<file path="src/rtl/mem_bus_arbiter.sv">
// mem_bus_arbiter
//   Shares the single main-memory bus between the instruction cache (loads
//   only) and the data cache (loads and stores). At most one request per
//   cycle is forwarded to memory, and the same-cycle accept tag goes back to
//   the granted requester. Each accepted load tag is recorded with its owner
//   so that data returning later is routed to the cache that asked for it.
//
// Ports
//   clk, rst                  clock, synchronous active-high reset
//   ic2arb_req_i/addr_i       icache load request
//   dc2arb_command_i/addr_i/data_i  dcache command (0 none, 1 load, 2 store)
//   arb2ic_response_o         accept tag to icache (0 = not accepted)
//   arb2dc_response_o         accept tag to dcache (0 = not accepted)
//   arb2ic_tag_o/data_o       returning load data routed to icache
//   arb2dc_tag_o/data_o       returning load data routed to dcache
//   proc2mem_command_o/addr_o/data_o  request driven to memory
//   mem2proc_response_i       same-cycle accept tag from memory
//   mem2proc_tag_i/data_i     returning load tag and data (tag 0 = none)
//   arb_grant_dc_o            dcache holds the bus this cycle
//   arb_tag_err_o             sticky flag: tag reused while live, or unknown return
module mem_bus_arbiter #(
  parameter int unsigned NUM_TAGS    = 15,
  parameter int unsigned IC_MAX_WAIT = 4
) (
  input  logic        clk,
  input  logic        rst,
  input  logic        ic2arb_req_i,
  input  logic [63:0] ic2arb_addr_i,
  input  logic [1:0]  dc2arb_command_i,
  input  logic [63:0] dc2arb_addr_i,
  input  logic [63:0] dc2arb_data_i,
  output logic [3:0]  arb2ic_response_o,
  output logic [3:0]  arb2dc_response_o,
  output logic [3:0]  arb2ic_tag_o,
  output logic [63:0] arb2ic_data_o,
  output logic [3:0]  arb2dc_tag_o,
  output logic [63:0] arb2dc_data_o,
  output logic [1:0]  proc2mem_command_o,
  output logic [63:0] proc2mem_addr_o,
  output logic [63:0] proc2mem_data_o,
  input  logic [3:0]  mem2proc_response_i,
  input  logic [3:0]  mem2proc_tag_i,
  input  logic [63:0] mem2proc_data_i,
  output logic        arb_grant_dc_o,
  output logic        arb_tag_err_o
);

  localparam int unsigned WW = $clog2(IC_MAX_WAIT + 1);
  localparam logic [WW-1:0] WAIT_MAX = WW'(IC_MAX_WAIT);
  localparam logic [1:0] BUS_NONE = 2'd0;
  localparam logic [1:0] BUS_LOAD = 2'd1;

  // Entry 0 is never allocated; it stands for "no tag".
  logic [NUM_TAGS:0] r_vld;
  logic [NUM_TAGS:0] r_own_dc;
  logic [WW-1:0]     r_wait_cnt;
  logic              r_tag_err;

  logic w_ic_req;
  logic w_dc_req;
  logic w_grant_ic;
  logic w_grant_dc;
  logic w_ret_hit;
  logic w_ret_unknown;
  logic w_alloc;
  logic w_alloc_clash;
  logic w_resp_in_range;
  logic w_ret_in_range;

  assign w_ic_req = ic2arb_req_i;
  assign w_dc_req = (dc2arb_command_i != BUS_NONE);

  // dcache has priority unless the icache has been starved IC_MAX_WAIT cycles.
  assign w_grant_dc = !rst && w_dc_req && (!w_ic_req || (r_wait_cnt != WAIT_MAX));
  assign w_grant_ic = !rst && w_ic_req && (!w_dc_req || (r_wait_cnt == WAIT_MAX));

  assign w_resp_in_range = (32'(mem2proc_response_i) <= NUM_TAGS);
  assign w_ret_in_range  = (32'(mem2proc_tag_i) <= NUM_TAGS);

  assign w_ret_hit     = !rst && (mem2proc_tag_i != '0) && w_ret_in_range
                         && r_vld[mem2proc_tag_i];
  assign w_ret_unknown = (mem2proc_tag_i != '0) && !w_ret_hit;

  assign w_alloc = (w_grant_ic || (w_grant_dc && dc2arb_command_i == BUS_LOAD))
                   && (mem2proc_response_i != '0) && w_resp_in_range;

  // A tag that returns this cycle is free for re-allocation in the same cycle.
  assign w_alloc_clash = w_alloc && r_vld[mem2proc_response_i]
                         && !(w_ret_hit && mem2proc_tag_i == mem2proc_response_i);

  always_comb begin
    proc2mem_command_o = BUS_NONE;
    proc2mem_addr_o    = '0;
    proc2mem_data_o    = '0;
    arb2ic_response_o  = '0;
    arb2dc_response_o  = '0;
    arb2ic_tag_o       = '0;
    arb2ic_data_o      = '0;
    arb2dc_tag_o       = '0;
    arb2dc_data_o      = '0;
    if (w_grant_dc) begin
      proc2mem_command_o = dc2arb_command_i;
      proc2mem_addr_o    = dc2arb_addr_i;
      proc2mem_data_o    = dc2arb_data_i;
      arb2dc_response_o  = mem2proc_response_i;
    end else if (w_grant_ic) begin
      proc2mem_command_o = BUS_LOAD;
      proc2mem_addr_o    = ic2arb_addr_i;
      arb2ic_response_o  = mem2proc_response_i;
    end
    if (w_ret_hit) begin
      if (r_own_dc[mem2proc_tag_i]) begin
        arb2dc_tag_o  = mem2proc_tag_i;
        arb2dc_data_o = mem2proc_data_i;
      end else begin
        arb2ic_tag_o  = mem2proc_tag_i;
        arb2ic_data_o = mem2proc_data_i;
      end
    end
  end

  assign arb_grant_dc_o = w_grant_dc;
  assign arb_tag_err_o  = r_tag_err;

  always_ff @(posedge clk) begin
    if (rst) begin
      r_vld      <= '0;
      r_own_dc   <= '0;
      r_wait_cnt <= '0;
      r_tag_err  <= 1'b0;
    end else begin
      if (w_ic_req && !w_grant_ic)
        r_wait_cnt <= (r_wait_cnt == WAIT_MAX) ? WAIT_MAX : r_wait_cnt + 1'b1;
      else
        r_wait_cnt <= '0;

      if (w_ret_hit)
        r_vld[mem2proc_tag_i] <= 1'b0;
      // Allocation is written after the return clear so it wins on the same tag.
      if (w_alloc) begin
        r_vld[mem2proc_response_i]    <= 1'b1;
        r_own_dc[mem2proc_response_i] <= w_grant_dc;
      end

      if (w_ret_unknown || w_alloc_clash)
        r_tag_err <= 1'b1;
    end
  end

endmodule

</file>
<file path="config.mk">
export PLATFORM = sky130hd
export DESIGN_NAME = mem_bus_arbiter
export DESIGN_NICKNAME = d
export VERILOG_FILES = /design/src/rtl/mem_bus_arbiter.sv
export SDC_FILE = /design/constraint.sdc
export NUM_CORES = 1
export LEC_CHECK = 0
export CORE_AREA = 4 4 208 210
export CTS_BUF_LIST = sky130_fd_sc_hd__clkbuf_16
export DETAILED_ROUTE_END_ITERATION = 10
export DIE_AREA = 0 0 212 214
export GPL_TIMING_DRIVEN = 0
export MAX_ROUTING_LAYER = met4
export PLACE_DENSITY_LB_ADDON = 0.08
export SYNTH_ARGS = -nofsm -noshare
export SYNTH_HDL_FRONTEND = slang
export SYNTH_SLANG_ARGS = --single-unit
</file>
<file path="constraint.sdc">
create_clock -name clk -period 4.9 [get_ports clk]
set_input_delay 1.225 -clock clk [delete_from_list [all_inputs] [get_ports clk]]
set_output_delay 1.225 -clock clk [all_outputs]
set_load 0.05 [all_outputs]
</file>
==> flow_summary_export.csv <==
group,metric,value,unit
placed_design,final_weighted_congestion_of_routability_driven_global_placement,0.834,
critical_path,cp-end-kind,"output port",
drt,initial_drc_count,155,
drt,avgRoutedWirePerCell,21.9,um
clock_tree,clkTransAtPathRegs,50,ps
synthesis,synth_commonest_cells,"and2_1 (203), a22o_1 (64), clkbuf_1 (37), dfxtp_1 (36), a21oi_1 (28)",
floorplan,chipWidth,212,um
synthesis,yosys_warnings,0,
critical_path,crit_arrival,3610,ps
layout,syn_to_final_growth,148,%
grt,initial_antenna_violation_count,4,
synthesis,synth-edff-count,0,
layout,layout_cells_sized_above_1,0.279,
drt,via_count,6148,
synthesis,synthArstFlopShare,0,
critical_path,critical_path.max_fanout,10,
sta,finalSetupViolations,0,
synthesis,syn_area_per_cell,7.50,um^2
sta,finalCriticalPeriod,4840,ps
synthesis,yosysSeqAreaShare,0.178,
synthesis,ys_top_cells_by_area,"and2_1 (31%), dfxtp_1 (18%), a22o_1 (14%)",
drt,dr.pass1.iters,4,
placed_design,numPortBuffers,539,
synthesis,synth_seq_cells,36,
synthesis,synth_cell_type_count,41,
sta,actual_transition_at_the_worst_max_transition_pin,971,ps
grt,first_global_vias,6536,
floorplan,io_pins,545,
synthesis,synth.largest_area_cell,"and2_1",
sta,final_period_util,0.987,
power,power.static_leakage,4.28,nW
sta,timing.final.ws_setup,63.0,ps
synthesis,synth_top_flop_cell,"dfxtp_1",
power,worst_ir_drop_vdd,0.0000947,V
clock_tree,h-tree-depth,2,
clock_tree,cts_max_path_buffers,2,
clock_tree,tritoncts_clock_tree,"yes",
critical_path,r2r_slack,2520,ps
grt,grt_max_degree,11,
synthesis,synth.top_cell.area_share,0.315,
synthesis,post-synth-top-count-cell,"and2_1",
synthesis,synth.net_count,809,
drt,antenna_violating_nets_post_route,0,
min_path,launch_instance_of_the_worst_min_delay_path,"r_wait_cnt[0]",
critical_path,worst-endpoint-required,3670,ps
layout,design_area,10000,um^2
layout,final_net_count,1363,
critical_path,timing.rr.end,"r_own_dc[14]",
clock_tree,root_buffer,"clkbuf_16",
floorplan,die_area,45400,um^2
run_status,run_status,"complete, no violations",
min_path,timing.hold.worst_endpoint,"r_wait_cnt[0]",
critical_path,ff2ff_path_depth,7,
sta,hold_viol,0,
min_path,holdPathStages,1,
clock_tree,worstSkewPairLatency,280,ps
power,powerDensity,154,nW/um^2
floorplan,floorplan_row_count,75,
floorplan,starting_density_of_the_core,0.0971,
floorplan,core_region_area,41600,um^2
placed_design,dp.final_hpwl,31.8,mm
sta,setup_total_negative_slack,0,ps
critical_path,critical_path.startpoint_type,"input port",
critical_path,critical_path.reg2reg.startpoint,"r_wait_cnt[0]",
min_path,hold_path.class,"reg -> reg",
sta,timing.max_slew.rel_slack,0.349,
sta,max_freq,0.207,GHz
drt,wl,35.8,mm
synthesis,netlist_area,4040,um^2
sta,final_max_slew_viol_count,0,
flow_run,max-cap-violations,0,
grt,groute.usage.overall,0.150,
sta,skew,6.36,ps
drt,detail_route.drc_violations,0,
grt,grt_pass1_wl,47.9,mm
floorplan,chipHeight,214,um
placed_design,detailed_place.area,10100,um^2
clock_tree,clock_sink_count,36,
synthesis,syn-instance-count,538,
clock_tree,clock_buffer_count_from_cts,5,
placed_design,dp_worst_setup_slack,-1210,ps
grt,gr-total-overflow,0,
critical_path,criticalPathCategory,"in -> out",
drt,vias_per_cell,3.76,
state kept, by name (all words and copies together) (netlist names):
register and flops:
arb_tag_err_o 1, r_own_dc 16, r_vld 16, r_wait_cnt 3
per-stage QoR:
| stage | power (mW) | cells | hold WS [ps] | utilization |
|---|---|---|---|---|
| 2_1_floorplan | 0.791 | 538 | 417 | - |
| 3_3_place_gp | 1.29 | 1616 | 437 | 0.243 |
| 3_5_place_dp | 1.28 | 1616 | 438 | 0.243 |
| 4_1_cts | 1.56 | 1628 | 451 | 0.242 |
| 5_1_grt | 1.61 | 1635 | 470 | 0.241 |
| 6_report | 1.54 | 1635 | 448 | 0.241 |
cell families (layout without fill, tap and decap cells):
logic type	after synthesis	in the layout	synth area share
flops	36	36	0.178
xor+xnor	5	5	0.0108
simple gates	288	288	0.421
compound gates	123	123	0.227
mux	25	25	0.0861
other cells	0	4	0
buf+inv	59	613	0.0703
fa+ha+maj	2	2	0.00620
worst max-delay path by stage:
stage                        startpoint                   end  slack, ps
floorplan             mem2proc_tag_i[0]     arb2ic_data_o[46]        500
finish                mem2proc_tag_i[0]     arb2dc_data_o[46]         60
CTS                 dc2arb_command_i[1]  arb2dc_response_o[0]        0.6
detailed placement    mem2proc_tag_i[1]     arb2dc_data_o[29]      -1210
global placement    dc2arb_command_i[1]   proc2mem_addr_o[55]      -1180
global route          mem2proc_tag_i[0]     arb2dc_data_o[21]        -10
cell type report:
type | instances | area (um^2)
Buffer | 55 | 330
Inverter | 4 | 15.0
Tap cell | 539 | 674
Clock buffer | 5 | 125
Clock inverter | 2 | 8.76
Multi-Input combinational cell | 443 | 3100
Sequential cell | 36 | 721
Timing Repair Buffer | 547 | 5010
Antenna cell | 4 | 10.0
Fill cell | 4662 | 31600
power breakdown:
group / total, mW / switching (mW) / internal [mW] / leakage, nW
Clock: 0.300 / 0.118 / 0.183 / 0.0709
Combinational: 0.938 / 0.556 / 0.382 / 3.92
Sequential: 0.299 / 0.00216 / 0.297 / 0.291
cells in the final DEF, fill, tap and decap left out, types with 2 or more instances in the layout:
cell type | Yosys | final
clkbuf_16 | 0 | 5
mux4_2 | 6 | 6
clkdlybuf4s15_1 | 0 | 9
nor2_1 | 14 | 14
nand3_2 | 0 | 2
clkbuf_2 | 4 | 26
nand4_1 | 3 | 3
clkbuf_1 | 37 | 19
nand3_1 | 19 | 17
dlygate4sd2_1 | 0 | 34
clkdlybuf4s15_2 | 0 | 82
a2111oi_2 | 1 | 2
buf_12 | 0 | 2
buf_6 | 7 | 9
o22ai_1 | 3 | 3
buf_4 | 1 | 53
nand2_1 | 26 | 26
o21ai_0 | 13 | 13
diode_2 | 0 | 4
a21oi_1 | 28 | 28
nand3b_1 | 4 | 4
mux2_2 | 5 | 5
clkbuf_4 | 0 | 29
o31ai_1 | 3 | 3
mux2i_1 | 13 | 13
and2_4 | 5 | 5
clkdlybuf4s50_1 | 0 | 264
xnor2_1 | 5 | 5
a211oi_1 | 2 | 2
nor2b_1 | 6 | 6
ha_1 | 2 | 2
o21bai_1 | 2 | 2
nand2b_1 | 5 | 5
and2_1 | 203 | 203
dfxtp_1 | 36 | 36
a22o_1 | 64 | 64
buf_2 | 1 | 69
inv_1 | 4 | 5
routing by layer:
| layer | part of all wire | vias to the layer above | GRT usage |
|---|---|---|---|
| met5 | 0 | - | - |
| met4 | 0.025 | 0 | 0.0396 |
| met3 | 0.094 | 22 | 0.0457 |
| met2 | 0.57 | 350 | 0.307 |
| met1 | 0.31 | 2806 | 0.127 |
| li1 | - | 2970 | - |
worst max-delay path, stage by stage:
cell	delay [ps]
clkdlybuf4s15_1	230
buf_6	150
mux4_2	510
mux4_2	550
a21boi_4	180
buf_12	140
buf_6	130
buf_6	130
and2_1	150
clkbuf_4	210
what timing repair did:
action	4_1_cts	5_1_grt
hold buffers	0	0
endpoints found under the setup margin	273	167
pin swaps	2	2
setup buffers	4	2
gates resized for setup	1035	113
gates cloned	1	1
Power figures use the tool's default switching activity.
